## config.mk

```make
export PLATFORM = sky130hd
export DESIGN_NAME = pipe_core_fwd_flat
export DESIGN_NICKNAME = d
export VERILOG_FILES = /design/src/rtl/pipe_core_fwd_if.sv /design/src/rtl/pipe_core_fwd.sv /design/src/flat_wrapper.sv
export SDC_FILE = /design/constraint.sdc
export NUM_CORES = 1
export LEC_CHECK = 0
export BUFFER_PORTS_ARGS = -buffer_cell sky130_fd_sc_hd__buf_2
export CAP_MARGIN = 20
export CORE_MARGIN = 5
export CORE_UTILIZATION = 38
export DETAILED_ROUTE_END_ITERATION = 16
export HOLD_SLACK_MARGIN = 0.12
export PLACE_DENSITY_LB_ADDON = 0.05
export RECOVER_POWER = 25
export SLEW_MARGIN = 20
export SYNTH_ARGS = -nofsm -noshare
export SYNTH_HDL_FRONTEND = slang
export SYNTH_SLANG_ARGS = --single-unit
```

## constraint.sdc

```tcl
create_clock -name clk -period 11.5 [get_ports clk]
set_input_delay 0.575 -clock clk [delete_from_list [all_inputs] [get_ports clk]]
set_output_delay 0.575 -clock clk [all_outputs]
set_load 0.02 [all_outputs]
```

## src/rtl/pipe_core_fwd_if.sv

```systemverilog
// Core-side bus of pipe_core_fwd: run control, IMEM load port, register debug
// read and the retire/halt status.
interface pipe_core_fwd_if #(
  parameter int DATA_W     = 8,
  parameter int NREG       = 8,
  parameter int IMEM_DEPTH = 16
);
  localparam int RW = $clog2(NREG);
  localparam int IW = $clog2(IMEM_DEPTH);

  logic              run;
  logic              imem_we;
  logic [IW-1:0]     imem_addr;
  logic [15:0]       imem_wdata;
  logic [RW-1:0]     dbg_raddr;
  logic [DATA_W-1:0] dbg_rdata;
  logic              retire_valid;
  logic [RW-1:0]     retire_rd;
  logic [DATA_W-1:0] retire_data;
  logic              halted;

  modport master (
    output run, imem_we, imem_addr, imem_wdata, dbg_raddr,
    input  dbg_rdata, retire_valid, retire_rd, retire_data, halted
  );

  modport slave (
    input  run, imem_we, imem_addr, imem_wdata, dbg_raddr,
    output dbg_rdata, retire_valid, retire_rd, retire_data, halted
  );
endinterface

```

## src/rtl/pipe_core_fwd.sv

```systemverilog
// 5-stage in-order core (IF/ID/EX/MEM/WB) for the 16-bit ISA with EX/MEM and
// MEM/WB forwarding, a one-cycle load-use interlock and HALT.
module pipe_core_fwd #(
  parameter int DATA_W     = 8,
  parameter int NREG       = 8,
  parameter int IMEM_DEPTH = 16,
  parameter int DMEM_DEPTH = 16
) (
  input  logic           clk,
  input  logic           reset,
  pipe_core_fwd_if.slave bus
);
  localparam int RW = $clog2(NREG);
  localparam int IW = $clog2(IMEM_DEPTH);
  localparam int DW = $clog2(DMEM_DEPTH);

  localparam logic [3:0] OP_NOP  = 4'h0;
  localparam logic [3:0] OP_ADD  = 4'h1;
  localparam logic [3:0] OP_SUB  = 4'h2;
  localparam logic [3:0] OP_AND  = 4'h3;
  localparam logic [3:0] OP_LOAD = 4'h4;
  localparam logic [3:0] OP_STOR = 4'h5;
  localparam logic [3:0] OP_ADDI = 4'h6;
  localparam logic [3:0] OP_HALT = 4'hF;

  typedef logic [DATA_W-1:0] word_t;

  typedef struct packed {
    logic [3:0]    op;
    logic [RW-1:0] rd;
    logic [RW-1:0] src1;
    logic [RW-1:0] src2;   // rs2, or rd for STORE (store data operand)
    word_t         a;
    word_t         b;
    word_t         imm;
  } id_ex_t;

  typedef struct packed {
    logic [3:0]    op;
    logic [RW-1:0] rd;
    word_t         res;    // ALU result or effective address
    word_t         sdata;
  } ex_mem_t;

  typedef struct packed {
    logic [3:0]    op;
    logic [RW-1:0] rd;
    word_t         data;
  } mem_wb_t;

  logic [IMEM_DEPTH-1:0][15:0]     imem;
  logic [NREG-1:0][DATA_W-1:0]     regs;
  logic [DMEM_DEPTH-1:0][DATA_W-1:0] dmem;

  logic [IW-1:0] pc;
  logic [15:0]   if_id;
  logic          halt_seen;
  id_ex_t        id_ex;
  ex_mem_t       ex_mem;
  mem_wb_t       mem_wb;
  logic [3:1]    vld_pipe;   // register-write valid for ID/EX, EX/MEM, MEM/WB
  logic          halted_q;

  logic [3:0]    op;
  logic [RW-1:0] rd_i, rs1_i, src2_i;
  word_t         imm_i, rf_a, rf_b;
  logic          use1, use2, id_wen, stall, halt_id, fetch_en;
  word_t         fa, fb, alu;
  logic [DW-1:0] ea;
  word_t         wb_data;
  logic          unused;

  // ID decode, hazard detection and fetch enable
  always_comb begin
    op       = if_id[15:12];
    rd_i     = if_id[8 +: RW];
    rs1_i    = if_id[4 +: RW];
    imm_i    = word_t'(if_id[3:0]);
    src2_i   = (op == OP_STOR) ? rd_i : if_id[0 +: RW];
    use1     = op inside {OP_ADD, OP_SUB, OP_AND, OP_LOAD, OP_STOR, OP_ADDI};
    use2     = op inside {OP_ADD, OP_SUB, OP_AND, OP_STOR};
    id_wen   = (op inside {OP_ADD, OP_SUB, OP_AND, OP_LOAD, OP_ADDI}) && (rd_i != '0);
    stall    = (id_ex.op == OP_LOAD) && vld_pipe[1] &&
               ((use1 && rs1_i == id_ex.rd) || (use2 && src2_i == id_ex.rd));
    halt_id  = (op == OP_HALT);
    fetch_en = bus.run && !halt_seen && !halt_id && !stall;
  end

  assign unused = ^{if_id[11:8], if_id[7:4]};

  // register file read, write-through from the instruction in WB
  always_comb begin
    rf_a = '0;
    rf_b = '0;
    if (rs1_i != '0)
      rf_a = (vld_pipe[3] && mem_wb.rd == rs1_i) ? mem_wb.data : regs[rs1_i];
    if (src2_i != '0)
      rf_b = (vld_pipe[3] && mem_wb.rd == src2_i) ? mem_wb.data : regs[src2_i];
  end

  // EX operand forwarding (EX/MEM beats MEM/WB) and ALU
  always_comb begin
    fa = id_ex.a;
    fb = id_ex.b;
    if (vld_pipe[3] && mem_wb.rd == id_ex.src1) fa = mem_wb.data;
    if (vld_pipe[3] && mem_wb.rd == id_ex.src2) fb = mem_wb.data;
    // a LOAD in MEM has no value yet; the interlock keeps its consumer out of EX
    if (vld_pipe[2] && ex_mem.op != OP_LOAD && ex_mem.rd == id_ex.src1) fa = ex_mem.res;
    if (vld_pipe[2] && ex_mem.op != OP_LOAD && ex_mem.rd == id_ex.src2) fb = ex_mem.res;
    case (id_ex.op)
      OP_ADD:                    alu = fa + fb;
      OP_SUB:                    alu = fa - fb;
      OP_AND:                    alu = fa & fb;
      OP_LOAD, OP_STOR, OP_ADDI: alu = fa + id_ex.imm;
      default:                   alu = '0;
    endcase
  end

  // MEM stage data select
  always_comb begin
    ea      = ex_mem.res[DW-1:0];
    wb_data = (ex_mem.op == OP_LOAD) ? dmem[ea] : ex_mem.res;
  end

  // IMEM load port; contents survive reset, a same-cycle fetch sees the old word
  always_ff @(posedge clk) begin
    if (bus.imem_we) imem[bus.imem_addr] <= bus.imem_wdata;
  end

  // fetch: PC, IF/ID and the HALT fetch-stop
  always_ff @(posedge clk or posedge reset) begin
    if (reset) begin
      pc        <= '0;
      if_id     <= '0;
      halt_seen <= 1'b0;
    end else begin
      if (halt_id) halt_seen <= 1'b1;
      if (!stall) if_id <= fetch_en ? imem[pc] : 16'h0000;
      if (fetch_en) pc <= pc + IW'(1);
    end
  end

  // ID/EX, EX/MEM, MEM/WB pipeline registers and sticky halt
  always_ff @(posedge clk or posedge reset) begin
    if (reset) begin
      id_ex    <= '0;
      ex_mem   <= '0;
      mem_wb   <= '0;
      vld_pipe <= '0;
      halted_q <= 1'b0;
    end else begin
      if (stall) id_ex <= '0;
      else       id_ex <= '{op: op, rd: rd_i, src1: rs1_i, src2: src2_i,
                            a: rf_a, b: rf_b, imm: imm_i};
      ex_mem   <= '{op: id_ex.op, rd: id_ex.rd, res: alu, sdata: fb};
      mem_wb   <= '{op: ex_mem.op, rd: ex_mem.rd, data: wb_data};
      vld_pipe <= {vld_pipe[2:1], id_wen && !stall};
      if (mem_wb.op == OP_HALT) halted_q <= 1'b1;
    end
  end

  // register file write from WB
  always_ff @(posedge clk or posedge reset) begin
    if (reset)            regs <= '0;
    else if (vld_pipe[3]) regs[mem_wb.rd] <= mem_wb.data;
  end

  // data memory write from MEM
  always_ff @(posedge clk or posedge reset) begin
    if (reset)                      dmem <= '0;
    else if (ex_mem.op == OP_STOR)  dmem[ea] <= ex_mem.sdata;
  end

  assign bus.retire_valid = vld_pipe[3];
  assign bus.retire_rd    = vld_pipe[3] ? mem_wb.rd : '0;
  assign bus.retire_data  = vld_pipe[3] ? mem_wb.data : '0;
  assign bus.halted       = halted_q;
  assign bus.dbg_rdata    = regs[bus.dbg_raddr];
endmodule

```

## src/flat_wrapper.sv

```systemverilog
// flat-port wrapper written by rule: the top's interface ports become plain ports
module pipe_core_fwd_flat 
#(
  parameter int DATA_W     = 8,
  parameter int NREG       = 8,
  parameter int IMEM_DEPTH = 16,
  parameter int DMEM_DEPTH = 16
)
  (clk, reset, bus_run, bus_imem_we, bus_imem_addr, bus_imem_wdata, bus_dbg_raddr, bus_dbg_rdata, bus_retire_valid, bus_retire_rd, bus_retire_data, bus_halted);
  pipe_core_fwd_if #(.DATA_W(DATA_W), .NREG(NREG), .IMEM_DEPTH(IMEM_DEPTH)) bus_i ();
  input  logic clk;
  input  logic reset;
  input wire logic [$bits(bus_i.run)-1:0] bus_run;
  input wire logic [$bits(bus_i.imem_we)-1:0] bus_imem_we;
  input wire logic [$bits(bus_i.imem_addr)-1:0] bus_imem_addr;
  input wire logic [$bits(bus_i.imem_wdata)-1:0] bus_imem_wdata;
  input wire logic [$bits(bus_i.dbg_raddr)-1:0] bus_dbg_raddr;
  output wire logic [$bits(bus_i.dbg_rdata)-1:0] bus_dbg_rdata;
  output wire logic [$bits(bus_i.retire_valid)-1:0] bus_retire_valid;
  output wire logic [$bits(bus_i.retire_rd)-1:0] bus_retire_rd;
  output wire logic [$bits(bus_i.retire_data)-1:0] bus_retire_data;
  output wire logic [$bits(bus_i.halted)-1:0] bus_halted;
  assign bus_i.run = bus_run;
  assign bus_i.imem_we = bus_imem_we;
  assign bus_i.imem_addr = bus_imem_addr;
  assign bus_i.imem_wdata = bus_imem_wdata;
  assign bus_i.dbg_raddr = bus_dbg_raddr;
  assign bus_dbg_rdata = bus_i.dbg_rdata;
  assign bus_retire_valid = bus_i.retire_valid;
  assign bus_retire_rd = bus_i.retire_rd;
  assign bus_retire_data = bus_i.retire_data;
  assign bus_halted = bus_i.halted;
  pipe_core_fwd #(.DATA_W(DATA_W), .NREG(NREG), .IMEM_DEPTH(IMEM_DEPTH), .DMEM_DEPTH(DMEM_DEPTH)) u_core (.clk(clk), .reset(reset), .bus(bus_i));
endmodule
```

## Yosys cells after proc, flatten, opt, wreduce, memory -nomap -nowiden

Index checks and enable logic that the tools add are counted.

| storage, ports and cells | value |
|---|---|
| bits in registers | 548 |
| input port bits | 27 |
| logic and storage cells | 163 |

| cells by class | value |
|---|---|
| add/subtract/negate cells | 4 |
| $lt $le $gt $ge | 10 |
| equality and inequality tests | 25 |
| muxes and demuxes | 34 |
| bitwise operators | 1 |
| reduce and logical (&&, ||, !) cells | 30 |

Operators by type and width:

| operator | count |
|---|---|
| bitwise mux 256 bit | 1 |
| bitwise mux 128 bit | 1 |
| 2-to-1 mux 8 bit | 16 |
| binary-select mux 8 bit (select 3 bit) | 3 |
| binary-select mux 16 bit (select 4 bit) | 1 |
| bitwise mux 64 bit | 1 |
| demux 16 bit (select 4 bit) | 1 |
| 2-to-1 mux 16 bit | 3 |
| 2-to-1 mux 37 bit | 1 |
| binary-select mux 8 bit (select 4 bit) | 1 |
| demux 8 bit (select 4 bit) | 1 |
| equality test 4 x 3 -> 1 bit, second input constant | 8 |
| case mux 8 bit (4 select lines) | 1 |
| demux 8 bit (select 3 bit) | 1 |
| equality test 3 bit | 8 |
| logical AND 1 bit | 19 |
| adder 8 bit | 2 |
| equality test 4 x 2 -> 1 bit, second input constant | 4 |
| < comparator 3 x 4 -> 1 bit, second input constant | 4 |
| < comparator 4 x 5 -> 1 bit, second input constant | 3 |
| nonzero test 3 bit | 3 |
| AND 8 bit | 1 |
| equality test 4 x 1 -> 1 bit, second input constant | 2 |
| equality test 4 bit, second input constant | 2 |
| 12 further kinds | 16 |

## Logic depth before layout (Yosys ltp)

| depth | value |
|---|---|
| word-level depth | 9 |
| gate-level depth with buffers | 18 |
| gate-level depth less buffers | 17 |

## Least setup slack after synthesis

No wires, ideal clock.

| timing path | value |
|---|---|
| path type | reg2reg |
| start | register u_core.ex_mem[20] (netlist bit) |
| end | register u_core.ex_mem[15] (netlist bit) |
| arrival time | 3,771 ps |
| data required time | 11,430 ps |
| path slack | 7,659 ps |
| stages on the path, launching flop included | 18 |
| path buffers | 1 |
| cell sequence | dfrtp_1 > nor4b_2 > nand2b_1 > clkbuf_1 > nor3_1 > or2_2 > ha_1 > inv_1 > o221ai_1 > ha_1 > a21o_1 > a21oi_1 > o21bai_1 > a21oi_1 > o21ai_0 > xnor2_1 > or4_1 > nand3_1 |

| between the ends | value |
|---|---|
| cells in the longest elaborated chain, start to end | 6 |

Ends and longest elaborated chain:

| what | line | RTL |
|---|---|---|
| from (decl) | pipe_core_fwd.sv:59 | `ex_mem_t ex_mem;` |
| from (signal assigned) | pipe_core_fwd.sv:155 | `ex_mem <= '{op: id_ex.op, rd: id_ex.rd, res: alu, sdata: fb};` |
| != test 4 x 3 -> 1 bit * | pipe_core_fwd.sv:108, pipe_core_fwd.sv:109 |  |
| logical AND 1 bit * | pipe_core_fwd.sv:108, pipe_core_fwd.sv:109 |  |
| logical AND 1 bit (on tied branches) | pipe_core_fwd.sv:108, pipe_core_fwd.sv:109 |  |
| 2-to-1 mux 8 bit (on tied branches) | pipe_core_fwd.sv:108, pipe_core_fwd.sv:109 |  |
| adder 8 bit (tied with other cells) | pipe_core_fwd.sv:114 | `OP_LOAD, OP_STOR, OP_ADDI: alu = fa + id_ex.imm;` |
| case mux 8 bit (4 select lines) * | pipe_core_fwd.sv:110 | `case (id_ex.op)` |
| named net u_core.alu[7] | pipe_core_fwd.sv:68 | `word_t fa, fb, alu;` |

The timed path passes the listed nets; every way through them passes the cells marked *.
A chain may end at the register's enable or synchronous reset.

## Worst setup path after layout

| timing path | value |
|---|---|
| start | register u_core.vld_pipe[3] (netlist bit) |
| end | register u_core.ex_mem[15] (netlist bit) |

| between the ends | value |
|---|---|
| cells in the longest elaborated chain, start to end | 5 |

Ends and longest elaborated chain:

| what | line | RTL |
|---|---|---|
| from (decl) | pipe_core_fwd.sv:61 | `logic [3:1] vld_pipe;` |
| from (signal assigned) | pipe_core_fwd.sv:157 | `vld_pipe <= {vld_pipe[2:1], id_wen && !stall};` |
| logical AND 1 bit * | pipe_core_fwd.sv:106 | `if (vld_pipe[3] && mem_wb.rd == id_ex.src2) fb = mem_wb.data;` |
| 2-to-1 mux 8 bit * | pipe_core_fwd.sv:106 |  |
| 2-to-1 mux 8 bit * | pipe_core_fwd.sv:109 | `if (vld_pipe[2] && ex_mem.op != OP_LOAD && ex_mem.rd == id_ex.src2) fb = ex_mem.res;` |
| named net u_core.fb[2] | pipe_core_fwd.sv:68 |  |
| subtractor 8 bit or adder 8 bit (tied branches) | pipe_core_fwd.sv:112, pipe_core_fwd.sv:111 |  |
| case mux 8 bit (4 select lines) * | pipe_core_fwd.sv:110 |  |
| named net u_core.alu[7] | pipe_core_fwd.sv:68 |  |

Marks and branches as above.

==> impl_metrics.ini <==
[sta]
finalHoldViolCount = 0
max_freq_mhz = 213
final_period_minus_worst_setup_slack_ns = 4.70
finalSetupViolCount = 0
final_layout_setup_total_negative_slack_ns = 0
maxSlewViolCount = 109
rsz0062_at_grt = false
relSlewSlack_pct = -232
max_slew.worst_pin.slew_ns = 4.95
finalCritPeriodShare_pct = 40.9
finClkSkew_ns = 0.0201

[cells_and_area]
insertedDiodeCount = 0
areaGrowthSynthToFinish_pct = 13.4
final_layout_size_suffix_gt1_share_pct = 33.5
final_net_count = 1537
ff_latch_area_sq_um = 13900
design_area_sq_um = 25700
most-common-layout-cells = sky130_fd_sc_hd__dfrtp_1 (282), sky130_fd_sc_hd__edfxtp_1 (224), sky130_fd_sc_hd__mux2_2 (190)
multi_input_area_sq_um = 8420
fillCellCount = 5371
final_common_cell = sky130_fd_sc_hd__dfrtp_1

[clock_tree]
clk-insertion-delay-late_ns = 0.61
clk_pin_slew_worst_paths_ns = 0.06
cts-hold-fix-buffers = 0
cts.sink_count = 510
clk_root_buffer_cell = sky130_fd_sc_hd__clkbuf_16
htree_levels = 2
cts_setup_buffers = 0
cts_tree = yes
cts.path.max_buffers = 3
tritoncts.num_buffers = 57
post_cts.resized_instances = 0

[grt]
grt.overflow.total = 0
grt_max_degree = 179
antenna_found_initial = 2
globalRouteTotalUtil_pct = 17.2
grt_pass1_wl_um = 84200
grt_pass1_vias = 13000

[min_path]
timing.hold.worst.class = reg2reg
timing.hold.worst.start = u_core.vld_pipe[1]

[flow_run]
timing.max_cap.violations = 1

[route]
detailroute.via_count = 12500
drt_first_pass_iters = 5
drt-vias-per-instance = 5.39
postRouteWirelength_um = 55300
ant_nets = 0
drc_errors = 0
wl_per_cell_um = 23.9
detail_route.iter0.violations = 550

[place]
dpl_cell_area_sq_um = 23900
port_buffers = 45
hpwl_um = 33700
gpl.final_weighted_congestion = 0.782

[critical_path]
worstPathArrival_ns = 5.24
timing.critical_path.required_ns = 12.04
worst_path_fanout_max = 14
crit_reg_reg_startpoint = u_core.vld_pipe[3]
delay_of_the_slowest_cell_on_the_worst_path_ns = 0.75
path_class = reg2reg
cp-end-kind = register
startpoint_type = register
crit_path_start = u_core.vld_pipe[3]
critical_path.slowest_cell = sky130_fd_sc_hd__or4_1
cp_cell_sequence = inv_1 -> or4_1 -> mux2_4 -> mux2i_4 -> inv_2 -> nor2_1 -> xnor2_1 -> o221ai_1 -> ha_1 -> inv_1 -> o21bai_1 -> a21oi_1 -> o21ai_0 -> xnor2_1 -> or4_1 -> nand3_1

[run_status]
failed_checks = capacitance limit, slew limit
outcome = finished, violations left

[floorplanning]
floorplan.rows = 89
design.die.area_sq_um = 64600
num_io_pins = 48
core_sq_um = 59000
floorplan.initialDensity_pct = 38.4
die_y_um = 254
chipWidth_um = 254

[synth]
synthFlopType = sky130_fd_sc_hd__dfrtp_1
post_synth_inst_count = 1455
synth-edff-count = 224
ys_seq_elements = 510
syn-num-nets = 1492
ys_seq_area_share_pct = 61.3
yosys_cell_types = 68
synthArstFlopShare_pct = 56.1
netlist_area_before_placement_sq_um = 22700
avgSynthCellArea_sq_um = 15.6
yosysWarnings = 0

[power_and_ir_drop]
power.ir.vdd_worst_mv = 0.121
p_leak_nw = 10.3
power_per_cell_area_nw_per_um2 = 223
through the flow:
| stage | instances | power (mW) | util, % | worst slack, ns | hold WS [ns] |
|---|---|---|---|---|---|
| floorplan | 1455 | 3.51 | - | 3.03 | 0.354 |
| global placement | 2214 | 4.01 | 40.5 | 6.87 | 0.367 |
| detailed placement | 2214 | 4.03 | 40.5 | 6.88 | 0.365 |
| CTS | 2320 | 5.83 | 43.6 | 6.84 | 0.138 |
| global route | 2320 | 6.04 | 43.5 | 6.44 | 0.391 |
| finish | 2320 | 5.73 | 43.5 | 6.80 | 0.377 |
final timing paths:
check / to / slack (ns) / depth (start not counted)
max: u_core.ex_mem[15] / 6.80 / 16
min: u_core.vld_pipe[2] / 0.38 / 0
max reg2reg: u_core.ex_mem[15] / 6.80 / 16
min reg2reg: u_core.vld_pipe[2] / 0.38 / 0
max in group asynchronous: u_core.pc[0] / 7.69 / 3
min in group asynchronous: u_core.dmem[125] / 1.49 / 2
worst max-delay path: cells and delay by family, from the launching register on:
kind / cells / cell delay (ns)
AO/OA/AOI/OAI: 4 / 0.83
XOR/XNOR: 2 / 0.28
adder cells (fa/ha/maj): 1 / 0.33
buffers and inverters: 3 / 0.55
flip-flops: 1 / 0.60
multiplexers: 2 / 0.60
AND/OR/NAND/NOR: 4 / 1.43
metal layers:
metal,wire [um],part of all wire (%),GRT usage (%)
met5,11,0.020,0
met1,25300,46,24.2
met3,1730,3.1,2.60
met2,27400,50,28.9
met4,899,1.6,3.50
synth_stat cells, types with 2 or more instances:
cell type	n	area, sq um
sky130_fd_sc_hd__o41a_1	2	22.5
sky130_fd_sc_hd__nand2_1	102	383
sky130_fd_sc_hd__mux2i_1	15	150
sky130_fd_sc_hd__a21o_1	2	15.0
sky130_fd_sc_hd__or2_2	2	12.5
sky130_fd_sc_hd__a211oi_1	32	240
sky130_fd_sc_hd__o21bai_1	2	15.0
sky130_fd_sc_hd__clkbuf_1	74	278
sky130_fd_sc_hd__buf_1	14	52.6
sky130_fd_sc_hd__o22ai_1	4	25.0
sky130_fd_sc_hd__nand3_1	14	70.1
sky130_fd_sc_hd__a221oi_1	2	17.5
sky130_fd_sc_hd__nand3b_1	6	45.0
sky130_fd_sc_hd__a31oi_1	11	68.8
sky130_fd_sc_hd__or4_1	2	15.0
sky130_fd_sc_hd__and2_1	25	156
sky130_fd_sc_hd__nor3b_1	2	15.0
sky130_fd_sc_hd__edfxtp_1	224	6730
sky130_fd_sc_hd__a21oi_1	22	110
sky130_fd_sc_hd__o41ai_1	4	35.0
sky130_fd_sc_hd__o21ai_0	39	195
sky130_fd_sc_hd__inv_1	31	116
sky130_fd_sc_hd__nand2b_1	3	18.8
sky130_fd_sc_hd__dfrtp_1	286	7160
sky130_fd_sc_hd__xnor2_1	16	140
sky130_fd_sc_hd__ha_1	9	113
sky130_fd_sc_hd__nor4bb_1	2	20.0
sky130_fd_sc_hd__nand4_1	3	18.8
sky130_fd_sc_hd__buf_2	3	15.0
sky130_fd_sc_hd__and3_1	4	25.0
sky130_fd_sc_hd__nor2b_1	19	119
sky130_fd_sc_hd__mux4_2	140	3150
sky130_fd_sc_hd__mux2_2	190	2140
sky130_fd_sc_hd__nor2_1	53	199
sky130_fd_sc_hd__xor2_1	19	166
sky130_fd_sc_hd__a31o_2	2	17.5
sky130_fd_sc_hd__nor4_1	4	25.0
sky130_fd_sc_hd__o221ai_1	5	43.8
sky130_fd_sc_hd__a311oi_1	8	70.1
sky130_fd_sc_hd__o21ai_1	9	45.0
sky130_fd_sc_hd__a32o_1	4	40.0
sky130_fd_sc_hd__nor3_1	19	95.1
logic make-up (layout without fill, tap and decap cells):
group	Yosys count	count (layout)	synth area share [%]
flops	510	510	61.3
compound gates	159	159	4.69
buf+inv	124	216	2.09
simple gates	268	268	5.70
xor+xnor	35	35	1.35
mux	349	349	24.3
fa+ha+maj	10	10	0.585
sequential cells by signal, indices dropped and copies added, names as in the netlist, 4 cells and up:
name	cells
u_core.dmem	128
u_core.pc	4
u_core.mem_wb	15
u_core.id_ex	33
u_core.imem	224
u_core.ex_mem	19
u_core.if_id	14
u_core.regs	64
u_core.ea	4
power breakdown:
part | internal [mW] | switching (mW) | total, mW
sequential | 2.12 | 0.269 | 2.39
combinational | 0.733 | 0.842 | 1.57
clock | 1.03 | 0.734 | 1.76
area by class of cell:
| cell class | count | area share [%] |
|---|---|---|
| Clock buffer | 79 | 6.19 |
| Clock inverter | 27 | 0.891 |
| Inverter | 32 | 0.473 |
| Multi-Input combinational cell | 821 | 32.8 |
| Sequential cell | 510 | 54.1 |
| Tap cell | 773 | 3.77 |
| Timing Repair Buffer | 78 | 1.82 |
Note: power is estimated with default switching activity, not from simulation.
